File: src/rtl/dll_ack_nak_ctrl.sv
// dll_ack_nak_ctrl
// ACK/NAK protocol controller for the data link layer. Tracks AckD_SEQ from
// decoded ACK/NAK DLLPs, tells the replay buffer what to purge and when to
// replay, runs the replay timer and the REPLAY_NUM counter, and escalates to
// a link retrain once the allowed number of replays has been used up.
//
// Interface semantics: there is no backpressure anywhere. dllp_valid,
// tlp_sent, replay_done and retrain_ack are one-cycle strobes sampled on the
// rising edge of clk. purge_valid, replay_req and dllp_err are one-cycle
// strobes that appear the cycle after the causing input. purge_count and
// replay_seq are only meaningful while their strobe is high. tx_block and
// retrain_req are levels.
module dll_ack_nak_ctrl #(
    parameter int SEQ_W          = 12,
    parameter int TIMER_LIMIT    = 711,
    parameter int REPLAY_NUM_MAX = 3
) (
    input  logic             clk,
    input  logic             rst,
    input  logic             dllp_valid,
    input  logic [1:0]       dllp_type,
    input  logic [SEQ_W-1:0] dllp_seq,
    input  logic             dllp_crc_ok,
    input  logic             tlp_sent,
    input  logic [SEQ_W-1:0] next_tx_seq,
    input  logic             replay_done,
    input  logic             retrain_ack,
    output logic             purge_valid,
    output logic [SEQ_W-1:0] purge_count,
    output logic             replay_req,
    output logic [SEQ_W-1:0] replay_seq,
    output logic             tx_block,
    output logic [SEQ_W-1:0] acked_seq,
    output logic [1:0]       replay_num,
    output logic             retrain_req,
    output logic             dllp_err,
    output logic [1:0]       state_dbg
);

    localparam int               TMR_W    = $clog2(TIMER_LIMIT + 1);
    localparam logic [TMR_W-1:0] TMR_LAST = TMR_W'(TIMER_LIMIT - 1);
    localparam logic [TMR_W-1:0] TMR_ONE  = TMR_W'(1);
    localparam logic [SEQ_W-1:0] SEQ_ONE  = SEQ_W'(1);
    localparam logic [1:0]       RN_MAX   = 2'(REPLAY_NUM_MAX);

    localparam logic [1:0] TYPE_ACK = 2'b01;
    localparam logic [1:0] TYPE_NAK = 2'b10;

    typedef enum logic [1:0] {
        ST_IDLE        = 2'd0,
        ST_REPLAY_WAIT = 2'd1,
        ST_RETRAIN     = 2'd2
    } state_t;

    state_t           state_q;
    logic [TMR_W-1:0] tmr_cnt;
    logic             tmr_run;

    logic [SEQ_W-1:0] outstanding;
    logic [SEQ_W-1:0] ack_delta;
    logic [SEQ_W-1:0] remaining;
    logic [SEQ_W-1:0] start_seq;
    logic             type_ok;
    logic             accepted;
    logic             in_range;
    logic             progress;
    logic             timer_due;
    logic             expire;
    logic             nak_replay;
    logic             replay_start;
    logic [1:0]       rn_base;
    logic [1:0]       rn_next;

    assign state_dbg = state_q;

    // Decode the incoming DLLP against AckD_SEQ and decide whether this cycle
    // purges, replays, flags an error, or lets the replay timer fire.
    always_comb begin
        outstanding  = next_tx_seq - acked_seq - SEQ_ONE;
        ack_delta    = dllp_seq - acked_seq;
        type_ok      = (dllp_type == TYPE_ACK) || (dllp_type == TYPE_NAK);
        // DLLPs are ignored entirely while waiting for the retrain to finish.
        accepted     = dllp_valid && dllp_crc_ok && type_ok && (state_q != ST_RETRAIN);
        in_range     = (ack_delta <= outstanding);
        progress     = accepted && in_range && (ack_delta != '0);
        remaining    = progress ? (outstanding - ack_delta) : outstanding;
        // The counter parks at its last value if expiry is pre-empted by a
        // DLLP, so the expiry is retried on the next quiet cycle.
        timer_due    = tmr_run && (state_q == ST_IDLE) && (outstanding != '0) &&
                       (tmr_cnt >= TMR_LAST);
        expire       = timer_due && !accepted;
        nak_replay   = accepted && in_range && (dllp_type == TYPE_NAK) && (state_q == ST_IDLE);
        replay_start = nak_replay || expire;
        start_seq    = nak_replay ? (dllp_seq + SEQ_ONE) : (acked_seq + SEQ_ONE);
        // A purge clears REPLAY_NUM before a NAK's replay counts against it.
        rn_base      = progress ? 2'd0 : replay_num;
        rn_next      = (rn_base == 2'b11) ? rn_base : (rn_base + 2'd1);
    end

    // Protocol state machine, AckD_SEQ, replay timer and all registered outputs.
    always_ff @(posedge clk) begin
        if (rst) begin
            state_q     <= ST_IDLE;
            acked_seq   <= '1;
            replay_num  <= 2'd0;
            tmr_cnt     <= '0;
            tmr_run     <= 1'b0;
            purge_valid <= 1'b0;
            purge_count <= '0;
            replay_req  <= 1'b0;
            replay_seq  <= '0;
            tx_block    <= 1'b0;
            retrain_req <= 1'b0;
            dllp_err    <= 1'b0;
        end else begin
            purge_valid <= progress;
            dllp_err    <= accepted && !in_range;
            replay_req  <= 1'b0;

            if (progress) begin
                purge_count <= ack_delta;
                acked_seq   <= dllp_seq;
                replay_num  <= 2'd0;
            end

            case (state_q)
                ST_IDLE: begin
                    if (replay_start) begin
                        tmr_cnt  <= '0;
                        tmr_run  <= 1'b0;
                        tx_block <= 1'b1;
                        if (rn_base == RN_MAX) begin
                            replay_num  <= 2'd0;
                            retrain_req <= 1'b1;
                            state_q     <= ST_RETRAIN;
                        end else begin
                            replay_num <= rn_next;
                            replay_req <= 1'b1;
                            replay_seq <= start_seq;
                            state_q    <= ST_REPLAY_WAIT;
                        end
                    end else if (progress) begin
                        // Forward progress restarts the timer, and stops it when
                        // nothing is left unacknowledged (this beats tlp_sent).
                        tmr_cnt <= '0;
                        tmr_run <= (remaining != '0);
                    end else if (tmr_run) begin
                        if ((outstanding != '0) && (tmr_cnt < TMR_LAST)) begin
                            tmr_cnt <= tmr_cnt + TMR_ONE;
                        end
                    end else if (tlp_sent) begin
                        tmr_run <= 1'b1;
                        tmr_cnt <= '0;
                    end
                end

                ST_REPLAY_WAIT: begin
                    tmr_cnt <= '0;
                    if (replay_done) begin
                        state_q  <= ST_IDLE;
                        tx_block <= 1'b0;
                        tmr_run  <= (remaining != '0);
                    end else if (progress) begin
                        tmr_run <= (remaining != '0);
                    end
                end

                ST_RETRAIN: begin
                    tmr_cnt <= '0;
                    tmr_run <= 1'b0;
                    if (retrain_ack) begin
                        retrain_req <= 1'b0;
                        replay_req  <= 1'b1;
                        replay_seq  <= acked_seq + SEQ_ONE;
                        state_q     <= ST_REPLAY_WAIT;
                    end
                end

                default: begin
                    state_q <= ST_IDLE;
                end
            endcase
        end
    end

endmodule
File: config.mk
export PLATFORM = sky130hd
export DESIGN_NAME = dll_ack_nak_ctrl
export DESIGN_NICKNAME = d
export VERILOG_FILES = /design/src/rtl/dll_ack_nak_ctrl.sv
export SDC_FILE = /design/constraint.sdc
export NUM_CORES = 1
export LEC_CHECK = 0
export BUFFER_PORTS_ARGS = -buffer_cell sky130_fd_sc_hd__buf_2
export CORE_MARGIN = 5
export CORE_UTILIZATION = 30
export CTS_CLUSTER_DIAMETER = 200
export DETAILED_ROUTE_END_ITERATION = 8
export PLACE_DENSITY = 0.61
export SYNTH_ARGS = -nofsm -noshare
export SYNTH_HDL_FRONTEND = slang
export SYNTH_SLANG_ARGS = --single-unit
File: constraint.sdc
create_clock -name clk -period 4.85 [get_ports clk]
set_input_delay 0.2425 -clock clk [delete_from_list [all_inputs] [get_ports clk]]
set_output_delay 0.2425 -clock clk [all_outputs]
set_load 0.01 [all_outputs]
==> impl_results.md, run 1 <==
* Worst path required time at 5.08 ns
* Slew Viols, Final at 0
* Proportion of layout cells with a drive suffix above 1 at 0.2011
* CTS tree: built
* Area leader, netlist: dfxtp_1
* Total power at 1.953 mW
* Maximum root-to-sink buffer count at 2
* Crit end category: register
* Synth top area cells: dfxtp_1 (22%), ha_1 (11%), a21oi_1 (4.8%)
* Largest net degree at the start of global routing at 37
* Clk_lat worst skew at 0.31 ns
* Reg2Reg Depth at 18
* Number of enable flip-flop cells after synthesis at 0
* First-pass GRT wire length at 24500 um
* Wire length per cell at 15.91 um
* Async SR Flop Fraction at 0
* CTS root buf: clkbuf_16
* Row count at 47
* CP max-delay cell: or4_4
* Power density over cell area at 321.2 nW/um2
* Vias after detailed routing at 5098
* Slew Limit Headroom at 0.2984
* Hold_ws at 0.2146 ns
* Hold_buf cts at 0
* Hold crit path type: input port to register
* Clock Sinks at 56
* R2R setup slack at 0.25 ns
* Leak at 2.571 nW
* # DRC at 0
* Die X-Extent at 139.8 um
* CP endpoint: replay_seq[2]$_SDFFE_PP0P_
* Final Skew at 0.006840 ns
* Total GRT Usage at 0.1516
* Status: finished, final reports clean
* Share of the clock period used by the worst path at 0.9492
* Crit path cell chain: inv_1, buf_4, ha_2, a21oi_4, o22ai_1, or2_1, a311o_1, ha_1, a211oi_2, nor4_1, a41oi_2, o41ai_4, o21bai_1, or4_4, a31oi_4, buf_12, o21ai_0, a21oi_1
* Initial antenna violation count at 0
* Worst slew pin tran at 1.032 ns
* Vias in the first global route at 4707
* Arrival time worst endpoint at 4.84 ns
* Detailed placement HPWL at 12240 um
* Synthesized flop and latch total at 56
* Grt ovf at 0
* Post-Syn Nets at 734
* Max Cap Viol at 0
* Yosys warns at 0
* Min cycle time layout at 4.604 ns
* Reg2reg start: acked_seq[4]$_SDFFE_PP1N_
* Filler cells at 1779
* Area Growth Syn to Fin at 20.21%
* Crit path launch: acked_seq[4]$_SDFFE_PP1N_
* Initial DRC Count at 379
* Fmax at 0.2172 GHz
* CTS H-tree depth at 2
* Finish-stage setup viols at 0
* Clock transition at path regs at 0.08 ns
* Placed cell count at 953
* Hold_sp: dllp_seq[11]
* Final nets at 821
* Core ar. at 16580 um2
* Slowest stage delay, CP at 0.59 ns
* Initial Util at 0.3050
* Die height at 139.8 um
* Most frequent cells in the layout: buf_2 (77), inv_1 (59), dfxtp_1 (56), nand2_1 (51), a21oi_1 (47)
* Hold Vio Cnt, Final at 0
* Port bufs at 77
* Routability cong. at 0.8472
* Worst VDD drop at 201.1 uV
* CP startpoint kind: register
* Vias per cell at 5.305
* Worst Setup Path Type: register to register
* Cells after Synth at 654
* Top FF cell, synth: dfxtp_1
* Most common cell after layout, fill and taps aside: buf_2
* Unique masters post-synth at 69
* Sequential cell area fraction in the yosys report at 0.2217
* ANT cells at 0
* Syn_area_per_cell at 7.733 um2
* Die area at 19550 um2
* Synth top area share at 0.2217
* ANT nets after route at 0
* Inserted Clock Buffers at 5
* Num ports at 78
* Synth Cell Area at 5057 um2
* Pre-antenna DRT Iters at 7
* Total Wirelength at 15290 um
* Post-Layout Cell Count at 961
* Reg-to-Reg End: replay_seq[2]$_SDFFE_PP0P_
* CP Max Fanout at 23
## cell usage after synthesis, types with 8 or more instances
library cell	instances
inv_1	60
dfxtp_1	56
nand2_1	52
a21oi_1	48
ha_1	44
nor2_1	44
o21ai_0	32
o211ai_1	24
nand3_1	23
xnor2_1	23
nor3_1	19
clkbuf_1	15
mux2i_1	13
nand4_1	13
xor2_1	11
o22ai_1	10
or3_1	10
a32oi_1	9
nor2b_1	9
o41ai_1	9
nor4_1	8
## routing by layer
layer,GRT usage,vias up,part of all wire
met5,0,-,0
met4,0.03774,0,0.018
met3,0.02573,18,0.061
met2,0.2439,161,0.46
met1,0.2113,2323,0.46
li1,-,2596,-
## flip-flops by register name, indices dropped and copies added, names as in the netlist, 2 cells and up
| name | flops |
|---|---|
| purge_count | 12 |
| replay_seq | 12 |
| state_dbg | 2 |
| replay_num | 2 |
| tmr_cnt | 10 |
| acked_seq | 12 |
## worst max-delay path: cells and delay by family, from the launching register on
kind	cells	cell delay [ns]
AND/OR/NAND/NOR	3	0.95
flip-flops	1	0.36
AO/OA/AOI/OAI	10	2.06
buffers and inverters	3	0.40
adder cells (fa/ha/maj)	2	0.74
## cell type report
| cell class | instances | area [um2] | share of cell area |
|---|---|---|---|
| Clock inverter | 2 | 60.06 | 0.009879 |
| Timing Repair Buffer | 106 | 615.6 | 0.1013 |
| Inverter | 60 | 225.2 | 0.03704 |
| Multi-Input combinational cell | 512 | 3657 | 0.6016 |
| Tap cell | 220 | 275.3 | 0.04528 |
| Sequential cell | 56 | 1121 | 0.1844 |
| Clock buffer | 5 | 125.1 | 0.02058 |
## cell families (layout without fill, tap and decap cells)
group | Yosys count | in the layout | share of synthesized area
multiplexers | 13 | 13 | 0.02573
AND/OR/NAND/NOR | 213 | 213 | 0.2167
AO/OA/AOI/OAI | 205 | 205 | 0.2840
buffers and inverters | 86 | 173 | 0.07224
adder cells (fa/ha/maj) | 47 | 47 | 0.1207
flip-flops | 56 | 56 | 0.2217
XOR/XNOR | 34 | 34 | 0.05888
## through the flow
step	TNS, ns	cell area [um2]	setup WS [ns]	utilization
6_report	0	6080	0.2463	0.3666
5_1_grt	-0.004287	6080	-0.003983	0.3666
4_1_cts	0	5989	0.04842	0.3612
3_5_place_dp	0	5804	0.03807	0.3500
3_3_place_gp	0	5804	0.1258	0.3500
2_1_floorplan	0	5057	0.08664	-
## what timing repair did
item | in CTS | in global routing
setup buffers | 0 | 1
endpoints found under the setup margin | 0 | 28
gates resized for setup | 0 | 18
## worst min-delay path by stage
stage	cells past startpoint	to	slack, ns
after floorplan	2	acked_seq[11]$_SDFFE_PP1N_	0.37
after global placement	2	purge_count[11]$_SDFFE_PP0N_	0.45
after detailed placement	2	purge_count[11]$_SDFFE_PP0N_	0.45
after CTS	3	acked_seq[11]$_SDFFE_PP1N_	0.21
after global routing	3	acked_seq[0]$_SDFFE_PP1N_	0.22
final	3	acked_seq[11]$_SDFFE_PP1N_	0.21
## power breakdown
part	total, mW	switching [mW]	internal, mW
Sequential	0.521	0.0298	0.491
Combinational	0.950	0.548	0.402
Clock	0.482	0.188	0.294
(Power assumes the default switching activity.)
==> run 2: changes to the inputs <==
--- a/config.mk
+++ b/config.mk
@@ -11,6 +11,8 @@
 export CTS_CLUSTER_DIAMETER = 200
 export DETAILED_ROUTE_END_ITERATION = 8
 export PLACE_DENSITY = 0.61
+export REMOVE_ABC_BUFFERS = 1
+export SETUP_SLACK_MARGIN = 0.15
 export SYNTH_ARGS = -nofsm -noshare
 export SYNTH_HDL_FRONTEND = slang
 export SYNTH_SLANG_ARGS = --single-unit
==> impl_results.md, run 2 (synthesized netlist as in run 1, its figures left out) <==
* Status: finished, final reports clean
* Most frequent cells in the layout: buf_2 (77), inv_1 (59), dfxtp_1 (54), nand2_1 (51), a21oi_1 (44)
* Crit end category: register
* Final Skew at 0.006518 ns
* Finished Cell Area at 6227 um2
* Cell Int Power at 1.120 mW
* Vias in the first global route at 4761
* Num ports at 78
* Finish-stage setup viols at 0
* ANT cells at 0
* Leak at 2.614 nW
* CTS root buf: clkbuf_16
* Slowest stage delay, CP at 0.60 ns
* Setup TNS at 0 ns
* Initial DRC Count at 328
* Filler cells at 1731
* Hold crit path type: input port to register
* Slew Limit Headroom at 0.2598
* Share of the clock period used by the worst path at 0.9243
* Row count at 47
* Vias per cell at 5.248
* Die X-Extent at 139.8 um
* Worst VDD drop at 128.4 uV
* Worst Setup Path Type: register to register
* Core ar. at 16580 um2
* Detailed placement HPWL at 11300 um
* Initial Util at 0.3050
* Switching part of the total at 0.4048
* CTS H-tree depth at 2
* Multi-input combinational cell area at 3755 um2
* Hold Vio Cnt, Final at 0
* Clock transition at path regs at 0.08 ns
* Clk_lat worst skew at 0.31 ns
* RSZ-0062 raised after global routing: true
* ANT nets after route at 0
* Gate power share at 0.516
* Sw power at 0.7618 mW
* R2R setup slack at 0.37 ns
* CP Max Fanout at 8
* Slew Viols, Final at 0
* Clock Sinks at 56
* Regs by FF count: acked_seq (12), purge_count (12), replay_seq (12)
* Clk pwr share at 0.208
* Power density over cell area at 302.2 nW/um2
* Die area at 19550 um2
* Worst path required time at 5.09 ns
* Fmax at 0.2231 GHz
* Pre-antenna DRT Iters at 4
* Final nets at 830
* Arrival time worst endpoint at 4.72 ns
* Grt ovf at 0
* CTS tree: built
* Area taken by flip-flops and latches at 1126 um2
* Reg2Reg Depth at 18
* Die height at 139.8 um
* Area of placed instances at 5839 um2
* # DRC at 0
* Reg-to-Reg End: tmr_cnt[6]$_SDFFE_PP0P_
* Crit path cell chain: inv_1, ha_1, a211oi_4, buf_4, nor4_1, or2_1, a311o_1, ha_1, a211oi_2, nor4_1, a41oi_2, o41ai_4, o21bai_1, or4_4, nand2_2, buf_4, a32oi_1, o22ai_1
* Reg2reg start: acked_seq[1]$_SDFFE_PP1N_
* Proportion of layout cells with a drive suffix above 1 at 0.2357
* Max Cap Viol at 0
* Sequential power share at 0.276
* Routability cong. at 0.8322
* Worst slew pin tran at 1.089 ns
* Inserted Clock Buffers at 5
* Wire length per cell at 14.97 um
* First-pass GRT wire length at 23520 um
* Largest net degree at the start of global routing at 37
* Worst Hold Path EP: acked_seq[11]$_SDFFE_PP1N_
* Total Wirelength at 14530 um
* Area Growth Syn to Fin at 23.13%
* CP startpoint kind: register
* Vias after detailed routing at 5096
* Min cycle time layout at 4.483 ns
* Most common cell after layout, fill and taps aside: buf_2
* Port bufs at 77
* CP max-delay cell: or4_4
* Total GRT Usage at 0.1439
* Initial antenna violation count at 0
* Hold_sp: dllp_seq[11]
* Hold depth at 3
* Maximum root-to-sink buffer count at 2
## run 2: cell types whose count changed in the layout (fill, tap and decap cells not counted), sizes merged
cell,delta
bufinv,-2
clkinvlp,+1
buf,+9
clkbuf,+2
## run 2: area by class of cell
| cell class | instances | share of cell area |
|---|---|---|
| multi-input combinational | 512 | 0.6030 |
| sequential | 56 | 0.1808 |
| timing repair buffer | 115 | 0.1117 |
| tap | 220 | 0.04420 |
| inverter | 60 | 0.03617 |
| clock buffer | 7 | 0.02291 |
| clock inverter | 1 | 0.001206 |
## run 2: through the flow
stage | setup WS (ns) | util | power, mW | cells | hold WS, ns
2_1_floorplan | -0.01633 | - | 1.162 | 628 | 0.3049
3_3_place_gp | 0.1649 | 0.3521 | 1.430 | 956 | 0.4411
3_5_place_dp | 0.01308 | 0.3521 | 1.434 | 956 | 0.4475
4_1_cts | 0.1854 | 0.3620 | 1.835 | 964 | 0.2018
5_1_grt | 0.1259 | 0.3755 | 2.024 | 971 | 0.2436
6_report | 0.3674 | 0.3755 | 1.882 | 971 | 0.2174
## run 2: power by group through the flow
stage,combinational [mW],sequential (mW),clock (mW)
2_1_floorplan,0.622,0.540,0
3_3_place_gp,0.901,0.529,0
3_5_place_dp,0.904,0.530,0
4_1_cts,0.913,0.519,0.404
5_1_grt,1.08,0.525,0.417
6_report,0.971,0.519,0.392
## run 2: critical path, delay by kind of cell (launching register included)
kind	cells	cell delay [ns]
and+or+nand+nor	5	1.18
adders and majority gates	2	0.64
AOI/OAI and AO/OA	8	1.74
buffers and inverters	3	0.43
DFF	1	0.38
## run 2: metal layers
layer | global-route usage | routed length [um]
met2 | 0.2418 | 6855
met4 | 0.05048 | 331
met3 | 0.02916 | 693
met5 | 0 | 0
met1 | 0.1831 | 6653
## run 2: how the worst max path moves through the flow
stage	start	end	slack (ns)	cells past startpoint
2_1_floorplan	acked_seq[0]$_SDFFE_PP1N_	replay_seq[11]$_SDFFE_PP0P_	-0.02	22
5_1_grt	acked_seq[2]$_SDFFE_PP1N_	replay_seq[0]$_SDFFE_PP0P_	0.13	21
3_5_place_dp	dllp_seq[0]	tmr_cnt[0]$_SDFFE_PP0P_	0.01	19
4_1_cts	acked_seq[0]$_SDFFE_PP1N_	tmr_cnt[6]$_SDFFE_PP0P_	0.19	20
6_report	acked_seq[1]$_SDFFE_PP1N_	tmr_cnt[6]$_SDFFE_PP0P_	0.37	18
3_3_place_gp	dllp_seq[0]	tmr_cnt[1]$_SDFFE_PP0P_	0.16	19
## run 2: timing repair
action / in CTS / in global routing
resized for setup: 2 / 41
endpoints found under the setup margin: 10 / 27
hold buffers: 0 / 0
buffers inserted: 0 / 7
pin swaps: 0 / 11
==> run 3: changes to the inputs <==
--- a/config.mk
+++ b/config.mk
@@ -7,10 +7,9 @@
 export LEC_CHECK = 0
 export BUFFER_PORTS_ARGS = -buffer_cell sky130_fd_sc_hd__buf_2
 export CORE_MARGIN = 5
-export CORE_UTILIZATION = 30
-export CTS_CLUSTER_DIAMETER = 200
+export CORE_UTILIZATION = 44
 export DETAILED_ROUTE_END_ITERATION = 8
-export PLACE_DENSITY = 0.61
+export PLACE_DENSITY = 0.76
 export REMOVE_ABC_BUFFERS = 1
 export SETUP_SLACK_MARGIN = 0.15
 export SYNTH_ARGS = -nofsm -noshare
==> constraint.sdc (replaced) <==
create_clock -name clk -period 4.2 [get_ports clk]
set_input_delay 0.21 -clock clk [delete_from_list [all_inputs] [get_ports clk]]
set_output_delay 0.21 -clock clk [all_outputs]
set_load 0.01 [all_outputs]
==> impl_results.md, run 3 (synthesized netlist as in run 1, its figures left out) <==
* Num ports at 78
* Status: complete, but fails checks
* Fmax at 0.2166 GHz
* Die height at 117.2 um
* Inserted Clock Buffers at 5
* Worst Setup Path Type: register to register
* Slew Limit Headroom at 0.1118
* Routability cong. at 0.9383
* Area of placed instances at 6466 um2
* Arrival time worst endpoint at 4.83 ns
* Finished Cell Area at 7886 um2
* Routed met1 length at 8156 um
* DR top layer: met4
* Detailed placement HPWL at 12650 um
* ANT nets after route at 0
* Total Wirelength at 22290 um
* Slew Viols, Final at 0
* Largest net degree at the start of global routing at 37
* Clock Sinks at 56
* Vias in the first global route at 6202
* Vias per cell at 6.454
* Share of the clock period used by the worst path at 1.099
* Initial Util at 0.4467
* ANT cells at 0
* Worst slew pin tran at 1.306 ns
* Wire length per cell at 21.25 um
* Crit end category: register
* Leak at 3.508 nW
* Proportion of layout cells with a drive suffix above 1 at 0.4426
* CP Max Fanout at 6
* Final worst slack at -0.4166 ns
* Maximum root-to-sink buffer count at 2
* CP startpoint kind: register
* Core ar. at 11320 um2
* Hold crit path type: input port to register
* First-pass GRT wire length at 28880 um
* Finish-stage setup viols at 49
* Pre-antenna DRT Iters at 8
* WL met3 at 2003 um
* Initial DRC Count at 840
* Hold_buf cts at 0
* Failing checks: negative setup slack
* Vias after detailed routing at 6770
* Worst VDD drop at 230.2 uV
* Final nets at 985
* Power density over cell area at 359.0 nW/um2
* CTS tree: built
* Clock transition at path regs at 0.09 ns
* CTS H-tree depth at 2
* Max Cap Viol at 0
* Area Growth Syn to Fin at 55.94%
* RSZ-0062 raised after global routing: true
* Hold Vio Cnt, Final at 0
* CTS root buf: clkbuf_16
* Most common cell after layout, fill and taps aside: buf_4
* Port bufs at 77
* Worst path required time at 4.41 ns
* Row count at 39
* Total GRT Usage at 0.2586
* # DRC at 0
* Regs by FF count: acked_seq (12), purge_count (12), replay_seq (12)
* Clk_lat worst skew at 0.32 ns
* Initial antenna violation count at 0
* Met2 WL post-DR at 10580 um
* Total power at 2.831 mW
* Die area at 13740 um2
* Grt ovf at 0
* Min cycle time layout at 4.617 ns
* Most frequent cells in the layout: buf_4 (173), buf_2 (77), inv_1 (54), dfxtp_1 (52), a21oi_1 (39)
* Final Skew at 0.01041 ns
* Die X-Extent at 117.2 um
-- run 3: cell types whose count changed in the layout (fill, tap and decap cells not counted), sizes merged --
cell    delta
inv        +1
clkinv     +1
clkbuf     +1
nand4      +1
buf      +151
-- run 3: worst max-delay path, stage by stage (launching register included) --
cell	delay, ns
dfxtp_2	0.37
inv_1	0.11
ha_1	0.36
nand2b_4	0.08
a21o_4	0.23
a21oi_2	0.22
xnor2_2	0.19
inv_1	0.16
ha_4	0.26
a21oi_1	0.24
o21ai_2	0.11
o211ai_1	0.32
buf_4	0.20
o41ai_4	0.10
o21bai_4	0.20
or4_4	0.56
a31oi_4	0.26
buf_6	0.18
buf_6	0.12
o211ai_1	0.12
o41ai_2	0.11
-- run 3: timing repair --
action | 4_1_cts | 5_1_grt
gates resized for setup | 84 | 73
setup buffers | 43 | 14
cloned | 1 | 6
endpoints found under the setup margin | 29 | 51
pin swaps | 28 | 27
-- run 3: final cells by class --
class                           instances  area (um2)
Clock buffer                            5       125.1
Clock inverter                          3       21.27
Fill cell                             745        3435
Inverter                               60       230.2
Multi-Input combinational cell        513        4245
Sequential cell                        56        1129
Tap cell                              143       178.9
Timing Repair Buffer                  269        1957
-- run 3: per-stage QoR --
stage	utilization	TNS [ns]	hold slack, ns	worst slack, ns	cells
after floorplan	-	-12.54	0.2724	-0.6663	628
after detailed placement	0.5712	-8.864	0.4552	-0.3972	977
final	0.6966	-13.45	0.2039	-0.4166	1049
after global routing	0.6966	-17.07	0.1942	-0.4925	1049
after global placement	0.5712	-4.322	0.4465	-0.2076	977
after CTS	0.6484	-0.6920	0.1978	-0.06812	1029
-- run 3: worst paths after layout --
path                                     start                            to  slack [ns]  cells after the start
setup / recovery     acked_seq[1]$_SDFFE_PP1N_    replay_seq[3]$_SDFFE_PP0P_       -0.42                     20
hold reg to reg   purge_count[11]$_SDFFE_PP0N_  purge_count[11]$_SDFFE_PP0N_        0.47                      2
setup reg to reg     acked_seq[1]$_SDFFE_PP1N_    replay_seq[3]$_SDFFE_PP0P_       -0.42                     20
hold / removal                     dllp_seq[9]     acked_seq[9]$_SDFFE_PP1N_        0.20                      3
-- run 3: per-layer routing --
| metal | global-route usage | up-vias |
|---|---|---|
| li1 | - | 2920 |
| met1 | 0.2898 | 3138 |
| met2 | 0.4657 | 536 |
| met3 | 0.04010 | 176 |
| met4 | 0.1407 | 0 |
| met5 | 0 | - |
-- run 3: power by group --
part	switching (mW)	leakage, nW	total [mW]	internal [mW]
registers	0.0358	0.452	0.603	0.568
clock network	0.243	0.0702	0.467	0.224
logic	0.913	2.99	1.76	0.847
total	1.19	3.51	2.83	1.64
